===== src/rtl/data_mem_arbiter.sv =====
// Two-master round-robin arbiter in front of the data memory.
// m0 is the core, m1 is the UART DMA. A granted master keeps the bus for as
// long as it holds cyc, which locks multi-transfer bursts. If the memory does
// not ack within TIMEOUT strobed cycles, the owner receives a one-cycle error.
module data_mem_arbiter #(
  parameter int TIMEOUT = 15  // legal range 2..255
) (
  input  logic       clk_i,
  input  logic       rst_i,
  // master 0 (core)
  input  logic       m0_cyc_i,
  input  logic       m0_stb_i,
  input  logic       m0_we_i,
  input  logic [7:0] m0_adr_i,
  input  logic [7:0] m0_dat_i,
  output logic [7:0] m0_dat_o,
  output logic       m0_ack_o,
  output logic       m0_err_o,
  // master 1 (UART DMA)
  input  logic       m1_cyc_i,
  input  logic       m1_stb_i,
  input  logic       m1_we_i,
  input  logic [7:0] m1_adr_i,
  input  logic [7:0] m1_dat_i,
  output logic [7:0] m1_dat_o,
  output logic       m1_ack_o,
  output logic       m1_err_o,
  // data memory
  output logic       s_cyc_o,
  output logic       s_stb_o,
  output logic       s_we_o,
  output logic [7:0] s_adr_o,
  output logic [7:0] s_dat_o,
  input  logic [7:0] s_dat_i,
  input  logic       s_ack_i,
  // grant status
  output logic [1:0] gnt_o
);

  // The encoding doubles as the one-hot grant vector.
  typedef enum logic [1:0] {
    IDLE = 2'b00,
    G0   = 2'b01,
    G1   = 2'b10
  } state_t;

  localparam logic [7:0] TIMEOUT_LAST = 8'(TIMEOUT - 1);

  state_t     state;
  state_t     state_next;
  logic       last_owner;   // 1 = m1 owned the bus last
  logic [7:0] wait_cnt;

  // Signals of whichever master currently owns the bus (all 0 in IDLE).
  logic       own_cyc;
  logic       own_stb;
  logic       own_we;
  logic [7:0] own_adr;
  logic [7:0] own_dat;
  logic       timeout_hit;

  // State register; reset forces IDLE immediately, aborting any transfer.
  // NOTE: sequential state uses non-blocking (<=) so every flop samples the
  // pre-edge values; blocking here would create order-dependent races.
  always_ff @(posedge clk_i or posedge rst_i) begin
    if (rst_i) state <= IDLE;
    else       state <= state_next;
  end

  // Next-state: round-robin on ties from IDLE, no preemption, direct handoff.
  always_comb begin
    state_next = state;
    case (state)
      IDLE: begin
        if (m0_cyc_i && m1_cyc_i) state_next = last_owner ? G0 : G1;
        else if (m0_cyc_i)        state_next = G0;
        else if (m1_cyc_i)        state_next = G1;
      end
      G0: begin
        if (!m0_cyc_i) state_next = m1_cyc_i ? G1 : IDLE;
      end
      G1: begin
        if (!m1_cyc_i) state_next = m0_cyc_i ? G0 : IDLE;
      end
      default: state_next = IDLE;
    endcase
  end

  // Owner mux: selects the granted master's request lines.
  // NOTE: every variable written in always_comb gets a default first, so no
  // path can leave it unassigned and infer a latch.
  always_comb begin
    own_cyc = 1'b0;
    own_stb = 1'b0;
    own_we  = 1'b0;
    own_adr = 8'h00;
    own_dat = 8'h00;
    case (state)
      G0: begin
        own_cyc = m0_cyc_i;
        own_stb = m0_stb_i & m0_cyc_i;
        own_we  = m0_we_i;
        own_adr = m0_adr_i;
        own_dat = m0_dat_i;
      end
      G1: begin
        own_cyc = m1_cyc_i;
        own_stb = m1_stb_i & m1_cyc_i;
        own_we  = m1_we_i;
        own_adr = m1_adr_i;
        own_dat = m1_dat_i;
      end
      default: ;
    endcase
  end

  // Error fires only when the ack is absent, so ack and err are exclusive.
  assign timeout_hit = own_stb & ~s_ack_i & (wait_cnt == TIMEOUT_LAST);

  // Last owner and ack wait counter.
  always_ff @(posedge clk_i or posedge rst_i) begin
    if (rst_i) begin
      last_owner <= 1'b1;  // m0 wins the first tie
      wait_cnt   <= 8'h00;
    end else begin
      if (state_next != state) begin
        if (state_next == G0) last_owner <= 1'b0;
        if (state_next == G1) last_owner <= 1'b1;
      end
      if (state_next != state || !own_stb || s_ack_i || timeout_hit)
        wait_cnt <= 8'h00;
      else
        wait_cnt <= wait_cnt + 8'h01;
    end
  end

  // Output decode: memory side mirrors the owner, responses go to the owner.
  always_comb begin
    gnt_o    = state;
    s_cyc_o  = own_cyc;
    s_stb_o  = own_stb;
    s_we_o   = own_we;
    s_adr_o  = own_adr;
    s_dat_o  = own_dat;
    m0_dat_o = 8'h00;
    m0_ack_o = 1'b0;
    m0_err_o = 1'b0;
    m1_dat_o = 8'h00;
    m1_ack_o = 1'b0;
    m1_err_o = 1'b0;
    case (state)
      G0: begin
        m0_dat_o = s_dat_i;
        m0_ack_o = s_ack_i;
        m0_err_o = timeout_hit;
      end
      G1: begin
        m1_dat_o = s_dat_i;
        m1_ack_o = s_ack_i;
        m1_err_o = timeout_hit;
      end
      default: ;
    endcase
  end

endmodule


===== config.mk =====
export PLATFORM = sky130hd
export DESIGN_NAME = data_mem_arbiter
export DESIGN_NICKNAME = d
export VERILOG_FILES = /design/src/rtl/data_mem_arbiter.sv
export SDC_FILE = /design/constraint.sdc
export NUM_CORES = 1
export LEC_CHECK = 0
export ABC_AREA = 1
export CORE_MARGIN = 4
export CORE_UTILIZATION = 45
export DETAILED_ROUTE_END_ITERATION = 10
export DONT_BUFFER_PORTS = 1
export PLACE_DENSITY = 0.69
export SETUP_SLACK_MARGIN = 0.3
export SLEW_MARGIN = 20
export SYNTH_ARGS = -nofsm -noshare
export SYNTH_HDL_FRONTEND = slang
export SYNTH_SLANG_ARGS = --single-unit

===== constraint.sdc =====
create_clock -name clk_i -period 5.9 [get_ports clk_i]
set_clock_uncertainty 0.2 [all_clocks]
set_input_delay 0.885 -clock clk_i [delete_from_list [all_inputs] [get_ports clk_i]]
set_output_delay 0.885 -clock clk_i [all_outputs]
set_load 0.005 [all_outputs]

==> run metrics <==
status=completed; Pwr Total=about 0.45 mW; GRT overflow=0; worst hold path type=reg -> reg; Yosys warning total=0; first-pass GRT wire length=about 4300 um; Final Core Density=49.8%; Antenna Diode Count=0; vias in the first global route=approximately 1000; endpoints failing hold=0; initial antenna violation count=0; Worst R2R Path Depth=13; Max Cap Viol=0; Max IR drop VDD=around 0.22 mV; total CTS buffers=3; Die Area=0.00365 mm2; Synth Register Bits=11; sequential share of the synthesized area=22.4%; Worst Max-Slew Pin Slew=863 ps; Max Slew Vio Count=0; RSZ-0062 raised after global routing=no; pin count of the biggest net entering global routing=29; Syn Inst Count=198; CTS Hold Bufs=0; Critical Path Source=gnt_o[1]; All-Layer GR Usage=between 10% and 20%; Slew headroom=42.5%; Clk Latency, worst-skew pair=280 ps; Clock transition at path regs=60 ps; Avg Cell Area, Syn=6.24 um2; crit path to=s_cyc_o; min setup slack post-route=2640 ps; CTS root buf=clkbuf_4; Synth Cell Area=0.00124 mm2; CP Capture Type=output port; DRC viols=0; Die Ht=between 60 and 70 um; required time of the critical path=4820 ps; register area=277 um2; unique cell type count in the Yosys netlist=25; H-tree depth=1; vias per inst=5.19; Num Clock Sinks=11; post-layout net count=254; CP Launch Type=flop; num ports=90; die width=60.4 um; CTS tree=built; post-route minimum period=3260 ps; IO Port Bufs=0; crit path kind=reg -> out; HPWL Detailed=2600 um; Setup Buffers After CTS=0; # rows=18; Layout area overhead=2.43%; core box area=0.00254 mm2; syn_nets=256; Worst Path Max Fanout=28; crit share post-route=55.2%; Finished Layout Cells=about 230; DR iter-0 viols=44; routed via count=1167; Multi-input gate area=795 um2; Reg2Reg Launch Point=gnt_o[1]; fmax=307 MHz; Power Density=between 300 and 400 mW/mm2; top cell type's share of synthesized area=22.8%; Initial Util=48.6%; post-cts sizing count=0; layout cell share with drive strength beyond 1=14.4%; worst reg2reg path endpoint=last_owner; setup_tns=0 ps; WP data arrival=roughly 2200 ps; post-route ant nets=0; Fill cells=267; Synth area leaders=nand2_1 23%, dfrtp_1 20%, inv_1 9.4%, ha_1 9.1%, a21oi_1 7.3%; Pleak=0.676 nW; Synth area leader=nand2_1; worst slack at placement=2910 ps; final setup vio count=0; clock buffer depth=2; gp weighted congestion=between 0.7 and 0.8; drt wl/cell=14.0 um; drt total wl=between 3000 and 4000 um; cell count after placement=221; first-pass iteration count of the detailed router=4; r2r setup slk=3090 ps
state kept, by name (all words and copies together) (netlist names):
signal      cells
last_owner      1
wait_cnt        8
gnt_o           2
synthesized netlist by cell type, drive strengths merged:
| master | instances |
|---|---|
| nor2 | 12 |
| ha | 9 |
| nand4 | 2 |
| a21oi | 19 |
| dfstp | 1 |
| o21ai | 1 |
| xnor2 | 1 |
| inv | 35 |
| nor4 | 1 |
| clkbuf | 4 |
| xor2 | 5 |
| nand2 | 82 |
| nand3 | 12 |
| nand3b | 1 |
| buf | 3 |
| dfrtp | 10 |
how the worst min path moves through the flow:
| stage | from | to | slack, ps | cells after the start |
|---|---|---|---|---|
| floorplan | last_owner | last_owner | 240 | 2 |
| global placement | last_owner | last_owner | 250 | 2 |
| detailed placement | last_owner | last_owner | 250 | 2 |
| CTS | last_owner | last_owner | 260 | 2 |
| global route | rst_i | gnt_o[1] | 300 | 1 |
| finish | last_owner | last_owner | 260 | 2 |
where the power goes:
| part | internal [mW] | switching [mW] | total (mW) | leakage [nW] |
|---|---|---|---|---|
| clock | 0.0262 | 0.0253 | 0.0516 | 0.0150 |
| sequential | 0.0858 | 0.0168 | 0.103 | 0.148 |
| combinational | 0.0840 | 0.213 | 0.297 | 0.513 |
| total | 0.196 | 0.256 | 0.452 | 0.676 |
layer usage:
layer  wire length [um]  part of all wire (%)  track usage [%]
met5                  0                     0                0
met4                 25                  0.79             4.64
met3                284                   9.0             3.19
met2               1710                    54             32.1
met1               1130                    36             15.7
critical path: stages (launching register included):
cell	delay [ps]
dfrtp_1	490
inv_1	210
ha_1	760
nand2_1	180
a21oi_1	260
stage by stage:
step	instance area (um2)	hold WS, ps
after global routing	1270	297
after detailed placement	1240	251
after CTS	1270	261
after global placement	1240	252
final	1270	258
after floorplan	1240	242
placed cells by master (no fill, tap or decap), drive strengths merged:
| cell type | n |
|---|---|
| dfstp | 1 |
| a21oi | 19 |
| dfrtp | 10 |
| xnor2 | 1 |
| xor2 | 5 |
| nand3 | 12 |
| nor4 | 1 |
| nand4 | 2 |
| o21ai | 1 |
| nor2 | 12 |
| inv | 35 |
| clkbuf | 4 |
| nand2 | 82 |
| ha | 9 |
| nand3b | 1 |
final cells by class:
cell class | count | share of cell area [%]
multi-input combinational | 145 | 62.7
inverter | 35 | 10.4
sequential | 11 | 21.8
clock buffer | 4 | 2.08
tap | 30 | 2.96
cell families (layout without fill, tap and decap cells):
| kind of cell | after synthesis | count (layout) | synth area share (%) |
|---|---|---|---|
| and+or+nand+nor | 110 | 110 | 41.9 |
| xor gates and xnor gates | 6 | 6 | 4.25 |
| adders and majority gates | 9 | 9 | 9.11 |
| buffers and inverters | 42 | 39 | 13.4 |
| DFF | 11 | 11 | 22.4 |
| AOI/OAI and AO/OA | 20 | 20 | 9.01 |
Note: power is estimated with default switching activity, not from simulation.
